File: config.mk
export PLATFORM = sky130hd
export DESIGN_NAME = mips_multicycle
export DESIGN_NICKNAME = d
export VERILOG_FILES = /design/src/rtl/mips_multicycle.sv
export SDC_FILE = /design/constraint.sdc
export NUM_CORES = 2
export LEC_CHECK = 0
export CAP_MARGIN = 20
export CORE_ASPECT_RATIO = 0.9
export CORE_MARGIN = 2
export CORE_UTILIZATION = 40
export DETAILED_ROUTE_END_ITERATION = 8
export GPL_ROUTABILITY_DRIVEN = 0
export PLACE_DENSITY = 0.65
export SYNTH_ARGS = -nofsm -noshare
export SYNTH_HDL_FRONTEND = slang
export SYNTH_SLANG_ARGS = --single-unit
File: constraint.sdc
create_clock -name clk -period 8.4 [get_ports clk]
set_input_delay 1.68 -clock clk [delete_from_list [all_inputs] [get_ports clk]]
set_output_delay 1.68 -clock clk [all_outputs]
set_load 0.05 [all_outputs]
File: src/rtl/mips_multicycle.sv
// Multicycle MIPS core: one shared ALU, one unified stallable memory port
// (req/ready), and a controller FSM that sequences both across cycles.
module mips_multicycle #(
    parameter logic [31:0] RESET_PC   = 32'h0000_0000,
    parameter logic [5:0]  BLE_OPCODE = 6'b000110,
    parameter int          NREGS_LOG2 = 5
) (
    input  logic        clk,
    input  logic        reset,
    output logic [31:0] pc,
    output logic        mem_req,
    output logic        mem_we,
    output logic        mem_width,
    output logic [31:0] mem_addr,
    output logic [31:0] mem_wdata,
    input  logic [31:0] mem_rdata,
    input  logic        mem_ready,
    output logic        retire
);

    localparam logic [5:0] OP_RTYPE = 6'h00;
    localparam logic [5:0] OP_J     = 6'h02;
    localparam logic [5:0] OP_BEQ   = 6'h04;
    localparam logic [5:0] OP_ADDI  = 6'h08;
    localparam logic [5:0] OP_LW    = 6'h23;
    localparam logic [5:0] OP_SB    = 6'h28;
    localparam logic [5:0] OP_SW    = 6'h2B;

    localparam logic [5:0] FN_ADD = 6'h20;
    localparam logic [5:0] FN_SUB = 6'h22;
    localparam logic [5:0] FN_AND = 6'h24;
    localparam logic [5:0] FN_OR  = 6'h25;
    localparam logic [5:0] FN_SLT = 6'h2A;

    localparam int NREGS = 1 << NREGS_LOG2;

    typedef enum logic [3:0] {
        S_FETCH, S_DECODE, S_MEMADR, S_MEMRD, S_MEMWB, S_MEMWR,
        S_EXEC, S_ALUWB, S_ADDIEX, S_ADDIWB, S_BRANCH, S_JUMP
    } state_t;

    state_t r_state, w_next;

    logic [31:0] r_pc, r_ir, r_a, r_b, r_aluout, r_mdr;
    logic [31:0] r_rf [0:NREGS-1];

    logic [5:0]            w_op, w_funct;
    logic [NREGS_LOG2-1:0] w_rs, w_rt, w_rd;
    logic [31:0]           w_simm, w_alu_y, w_addr;
    logic                  w_req, w_we, w_width, w_retire, w_taken;

    assign w_op    = r_ir[31:26];
    assign w_funct = r_ir[5:0];
    assign w_rs    = r_ir[21 +: NREGS_LOG2];
    assign w_rt    = r_ir[16 +: NREGS_LOG2];
    assign w_rd    = r_ir[11 +: NREGS_LOG2];
    assign w_simm  = {{16{r_ir[15]}}, r_ir[15:0]};

    // Shared ALU: operands and operation are selected by the current state.
    always_comb begin
        w_alu_y = 32'h0;
        case (r_state)
            S_FETCH:            w_alu_y = r_pc + 32'd4;
            S_DECODE:           w_alu_y = r_pc + (w_simm << 2);
            S_MEMADR, S_ADDIEX: w_alu_y = r_a + w_simm;
            S_BRANCH:           w_alu_y = r_a - r_b;
            S_EXEC: begin
                case (w_funct)
                    FN_ADD:  w_alu_y = r_a + r_b;
                    FN_SUB:  w_alu_y = r_a - r_b;
                    FN_AND:  w_alu_y = r_a & r_b;
                    FN_OR:   w_alu_y = r_a | r_b;
                    FN_SLT:  w_alu_y = ($signed(r_a) < $signed(r_b)) ? 32'd1 : 32'd0;
                    default: w_alu_y = 32'h0;
                endcase
            end
            default:            w_alu_y = 32'h0;
        endcase
    end

    // ble uses the raw sign of the wrapped difference; no overflow fix-up.
    assign w_taken = (w_op == OP_BEQ) ? (w_alu_y == 32'h0)
                                      : ((w_alu_y == 32'h0) || w_alu_y[31]);

    // Controller: next state plus memory-port and retire controls.
    always_comb begin
        w_next   = r_state;
        w_req    = 1'b0;
        w_we     = 1'b0;
        w_width  = 1'b0;
        w_addr   = r_pc;
        w_retire = 1'b0;
        case (r_state)
            S_FETCH: begin
                w_req = 1'b1;
                if (mem_ready) w_next = S_DECODE;
            end
            S_DECODE: begin
                if (w_op == OP_LW || w_op == OP_SW || w_op == OP_SB) w_next = S_MEMADR;
                else if (w_op == OP_RTYPE)                            w_next = S_EXEC;
                else if (w_op == OP_ADDI)                             w_next = S_ADDIEX;
                else if (w_op == OP_BEQ || w_op == BLE_OPCODE)        w_next = S_BRANCH;
                else if (w_op == OP_J)                                w_next = S_JUMP;
                else begin
                    w_retire = 1'b1;
                    w_next   = S_FETCH;
                end
            end
            S_MEMADR: w_next = (w_op == OP_LW) ? S_MEMRD : S_MEMWR;
            S_MEMRD: begin
                w_req  = 1'b1;
                w_addr = r_aluout;
                if (mem_ready) w_next = S_MEMWB;
            end
            S_MEMWB: begin
                w_retire = 1'b1;
                w_next   = S_FETCH;
            end
            S_MEMWR: begin
                w_req   = 1'b1;
                w_we    = 1'b1;
                w_width = (w_op == OP_SB);
                w_addr  = r_aluout;
                if (mem_ready) begin
                    w_retire = 1'b1;
                    w_next   = S_FETCH;
                end
            end
            S_EXEC:   w_next = S_ALUWB;
            S_ADDIEX: w_next = S_ADDIWB;
            S_ALUWB, S_ADDIWB, S_BRANCH, S_JUMP: begin
                w_retire = 1'b1;
                w_next   = S_FETCH;
            end
            default:  w_next = S_FETCH;
        endcase
    end

    // Reset forces the port idle immediately so an abandoned access never completes.
    assign mem_req   = w_req & ~reset;
    assign mem_we    = w_we & ~reset;
    assign mem_width = w_width & ~reset;
    assign retire    = w_retire & ~reset;
    assign mem_addr  = w_addr;
    assign mem_wdata = r_b;
    assign pc        = r_pc;

    // State register.
    always_ff @(posedge clk) begin
        if (reset) r_state <= S_FETCH;
        else       r_state <= w_next;
    end

    // Datapath registers and register file, updated per controller state.
    always_ff @(posedge clk) begin
        if (reset) begin
            r_pc     <= RESET_PC;
            r_ir     <= 32'h0;
            r_a      <= 32'h0;
            r_b      <= 32'h0;
            r_aluout <= 32'h0;
            r_mdr    <= 32'h0;
            for (int i = 0; i < NREGS; i++) r_rf[i] <= 32'h0;
        end else begin
            case (r_state)
                S_FETCH: begin
                    if (mem_ready) begin
                        r_ir <= mem_rdata;
                        r_pc <= w_alu_y;
                    end
                end
                S_DECODE: begin
                    r_a      <= r_rf[w_rs];
                    r_b      <= r_rf[w_rt];
                    r_aluout <= w_alu_y;
                end
                S_MEMADR, S_EXEC, S_ADDIEX: r_aluout <= w_alu_y;
                S_MEMRD:  if (mem_ready) r_mdr <= mem_rdata;
                S_MEMWB:  if (w_rt != '0) r_rf[w_rt] <= r_mdr;
                S_ALUWB:  if (w_rd != '0) r_rf[w_rd] <= r_aluout;
                S_ADDIWB: if (w_rt != '0) r_rf[w_rt] <= r_aluout;
                S_BRANCH: if (w_taken) r_pc <= r_aluout;
                S_JUMP:   r_pc <= {r_pc[31:28], r_ir[25:0], 2'b00};
                default:  ;
            endcase
        end
    end

endmodule

After elaboration in Yosys (flattened, before gate mapping). Memories as Yosys holds them, arrays and structs flattened. A register that Yosys moved wholly into a read port is not among the register bits. Cells that the tools add are included.

Add/sub/neg operators: 5. Magnitude comparators: 1. Equality and inequality tests: 27. Muxes and demuxes: 48. Bitwise logic cells: 9. Reductions and logical operators: 23.

Operators with widths (count): $pmux W32 S5 (2); $mux W32 (6); $add A32 B32 Y32 (3); $pmux W32 S3 (1); $reduce_or A32 Y1 (2); $eq A6 B6 Y1 const B (8); $add A32 B3 Y32 const B (1); $and A32 B32 Y32 (1); $logic_not A32 Y1 (1); $lt A32 B32 Y1 (1); $mux W4 (8); $or A32 B32 Y32 (1); $sub A32 B32 Y32 (1); $pmux W4 S7 (1); $mux W1 (26); $eq A4 B3 Y1 const B (4); $eq A4 B4 Y1 const B (4); $eq A6 B3 Y1 const B (2); $mux W5 (2); $reduce_bool A5 Y1 (2); $eq A4 B2 Y1 const B (2); $ne A2 B2 Y1 const B (4); $eq A6 B2 Y1 const B (1); $eq A6 B4 Y1 const B (1); 18 further kinds (28).

Flip-flop bits (word level): 132. Bits in writable memories: 1024. Input port bits: 35. Output and inout port bits: 100. Logic and storage cells: 120. Memories kept: 1.

Memories: r_rf (depth 32, bits a word 32, read ports 2, clocked after memory_dff 2, wr ports 32, line 45) `logic [31:0] r_rf [0:NREGS-1];`.

Longest topological paths before layout.
Word-level depth: 9. Mapped depth: 23. Gate-level depth less buffers: 18.

Worst setup path before layout. OpenSTA, ideal clock, no wires.

Kind: input to output. Start point: input reset. End point: output mem_width. Arrival: 4.857 ns. Data required time: 6.720 ns. Path slack: 1.863 ns. Stages: 4. Path buffers: 2. Path through: clkbuf_1 > clkbuf_1 > nor3_1 > nor4bb_1.

Cells in the longest elaborated chain, start to end: 2.

Ends and longest elaborated chain: from (decl) (line 9) `input logic reset,`; $not A1 Y1 (line 142) `assign mem_width = w_width & ~reset;`; $and A1 B1 Y1 (line 142); to (decl) (line 13) `output logic mem_width,`.

No other way between the ends.

Final worst setup path.
Start point: input mem_ready. End point: output retire.

Cells in the longest elaborated chain, start to end: 3.

Ends and longest elaborated chain: from (decl) (line 17) `input logic mem_ready,`; $mux W1 (line 124) `if (mem_ready) begin`; $pmux W1 S3 (line 93) `case (r_state)`; $and A1 B1 Y1 (line 143) `assign retire = w_retire & ~reset;`; to (decl) (line 18) `output logic retire`.

No other way between the ends.

==> impl_metrics.toml <==
[floorplan]
design.die.area_um2 = 178000
fp-row-count = 145
initial_core_util_pct = 40.2
die_w_um = 444
pin_count = 135
fp.dieH_um = 400
core_um2 = 173000

[final_layout]
ff_latch_area_um2 = 34700
fin_cells = 7962
num-nets-final = 5783
syn_to_final_growth_pct = 12.3
multiInputGateArea_um2 = 33400
fill_cells = 15400
drive_gt1_share_pct = 20.4

[cts]
cts_tree = "built"
cts_buffer_depth = 3
clock_sinks = 1220
cts_setup_buffers = 0
htreeDepth = 4
clk_latency_ns = 0.80
cts_buffers = 130
cts_resized = 0
clk_pin_slew_ns = 0.06
ctsHoldBuffers = 0
cts_root_buffer = "clkbuf_16"

[synth]
synth-seq-cells = 1220
syn_area_per_cell_um2 = 12.3
ys_seq_area_share_pct = 49.7
synthSimpleGateAreaFrac_pct = 11.9
synth.distinct_cells = 103
synth.most_common_cell = "nor2_1"
synth_common_cells = "nor2_1, edfxtp_1, mux4_2, clkbuf_1, nand2_1"
synthArstFlopShare_pct = 0
synthMuxAreaShare_pct = 23.1
synth_area_um2 = 69700
synthAdderAreaFrac_pct = 2.91
synth_top_family_by_area = "multiplexers"
yosysWarnings = 0
synth_compound_area_share_pct = 7.61
yosys.area.top_type_share_pct = 44.1
synth_cells = 5656
yosys.area.top_type = "edfxtp_1"
synth_ff_type = "edfxtp_1"
synth_enable_flop_cells = 1024
synth_area_leaders = "edfxtp_1, mux4_2, nor2_1, dfxtp_1, ha_1"
synth_xor_area_share_pct = 1.22

[sta]
fin_skew_ns = 0.0571
hold_viol = 0
rsz0062_at_grt = "false"
fin_ws_ns = 2.00
period_share_pct = 76.2
setup_viol = 0
fin_tns_setup_ns = 0
worst_slew_margin_rel_pct = 16.8
max_freq_ghz = 0.156
slew_violations = 0
period_needed_ns = 6.40
tightest_slew_ns = 1.24

[placed_design]
dp_hpwl_um = 167000
dp.cells = 7724
dp_slack_ns = 2.06
io_buffers = 134

[pwr]
peakVddDrop_mv = 0.227
leakage_nw = 25.0
pwr_density_cell_nw_per_um2 = 221
swShare_pct = 33.0
p_switching_w = 0.00571
p_seq_share_pct = 42.0
clkPwrFrac_pct = 32.6
intPower_w = 0.0116
power_frac_comb_pct = 25.4

[critical_path]
critical-path-top-delay-family = "buffers and inverters"
max_stage_delay_ns = 0.94
cp_max_fo = 6
crit_required_ns = 6.72
critPathArrivalTime_ns = 4.72
worst-path-buf-inv = 3
worstPathCellList = "clkdlybuf4s50_1 -> inv_1 -> a2111oi_0 -> a21oi_1 -> a21oi_1 -> clkdlybuf4s50_1"
slowest_stage = "clkdlybuf4s50_1"
path_class = "in -> out"
end_kind = "primary output"
cp-start-kind = "input port"

[detailed_routing]
dr.pass1.iters = 9
vias = 52400
initialDrtViolationCount = 8786
drc = 0
routed_wl_um = 255000
vias_per_cell = 6.58
wire_per_inst_um = 32.0
drt.antenna.violating_nets = 0

[grt]
grt_max_degree = 122
grt-ovfl-total = 0
grt_pass1_vias = 49900
grt_first_pass_wirelength_um = 359000
grtUsageTotal_pct = 28.2
antenna_found_initial = 10

[outcome]
status = "completed"

[min_path]
hold_path_class = "reg -> reg"

[run]
max-cap-violations = 0
## sequential cells by signal, indices dropped and copies added (netlist names)
| signal | flops |
|---|---|
| r_rf | 1024 |
| r_aluout | 32 |
| r_a | 32 |
| r_mdr | 32 |
| r_state | 4 |
| pc | 32 |
| r_ir | 32 |
| mem_wdata | 32 |
## final timing paths
| check | start | to | slack (ns) | cells past startpoint |
|---|---|---|---|---|
| setup reg to reg | r_state[0] | pc[0] | 2.27 | 18 |
| hold / removal | r_mdr[31] | r_mdr[31] | 0.48 | 2 |
| setup / recovery | mem_ready | retire | 2.00 | 6 |
| hold reg to reg | r_mdr[31] | r_mdr[31] | 0.48 | 2 |
## cells by family after synthesis
group / Yosys count
other: 1
and+or+nand+nor: 1946
adders and majority gates: 160
muxes: 806
buffers and inverters: 633
AOI/OAI and AO/OA: 793
DFF: 1220
xor gates and xnor gates: 97
## layout make-up
class / instances / area share [%]
tap: 2278 / 3.64
inverter: 113 / 0.541
timing repair buffer: 289 / 3.67
antenna: 1 / 0.00319
clock buffer: 170 / 4.49
multi-input combinational: 3834 / 42.7
clock inverter: 57 / 0.704
sequential: 1220 / 44.3
## layer usage
| metal | GRT usage (%) | wire length, um |
|---|---|---|
| met5 | 0 | 71 |
| met4 | 13.2 | 13700 |
| met3 | 9.08 | 36600 |
| met2 | 43.1 | 114000 |
| met1 | 36.4 | 90800 |
## worst min-delay path: cells and delay by family (launching register included)
family	cells	cell delay [ns]
compound gates	1	0.05
simple gates	1	0.06
flops	1	0.33
## power by group through the flow
stage / combinational (W) / clock (W) / sequential, W
2_1_floorplan: 0.00284 / 0 / 0.00725
3_3_place_gp: 0.00421 / 0 / 0.00736
3_5_place_dp: 0.00425 / 0 / 0.00738
4_1_cts: 0.00427 / 0.00567 / 0.00725
5_1_grt: 0.00458 / 0.00589 / 0.00729
6_report: 0.00440 / 0.00564 / 0.00728
## metrics by stage
step                      power [W]  hold slack [ns]  utilization [%]  cell area [um^2]
after floorplan              0.0101            0.436                -             69900
after global placement       0.0116            0.474             42.6             73800
after detailed placement     0.0116            0.479             42.7             74100
after CTS                    0.0172            0.487             45.1             78100
after global routing         0.0178            0.503             45.2             78300
final                        0.0173            0.485             45.2             78300
## cells in the final DEF, fill, tap and decap left out, types with 32 or more instances in the layout
cell	instances
dfxtp_1	185
edfxtp_1	1024
nor2b_1	55
mux2i_1	98
conb_1	32
o31ai_1	34
nand3_1	34
inv_1	111
xnor2_1	72
nor3_1	35
mux2_2	34
ha_1	156
o22ai_1	34
nand2_1	275
mux2i_4	32
nor2_1	1257
clkbuf_16	133
nand2b_1	46
a21oi_1	240
clkdlybuf4s50_1	133
a211oi_1	151
mux4_2	640
clkbuf_1	32
nand4_1	38
buf_4	127
o21ai_0	90
Power figures use the tool's default switching activity.
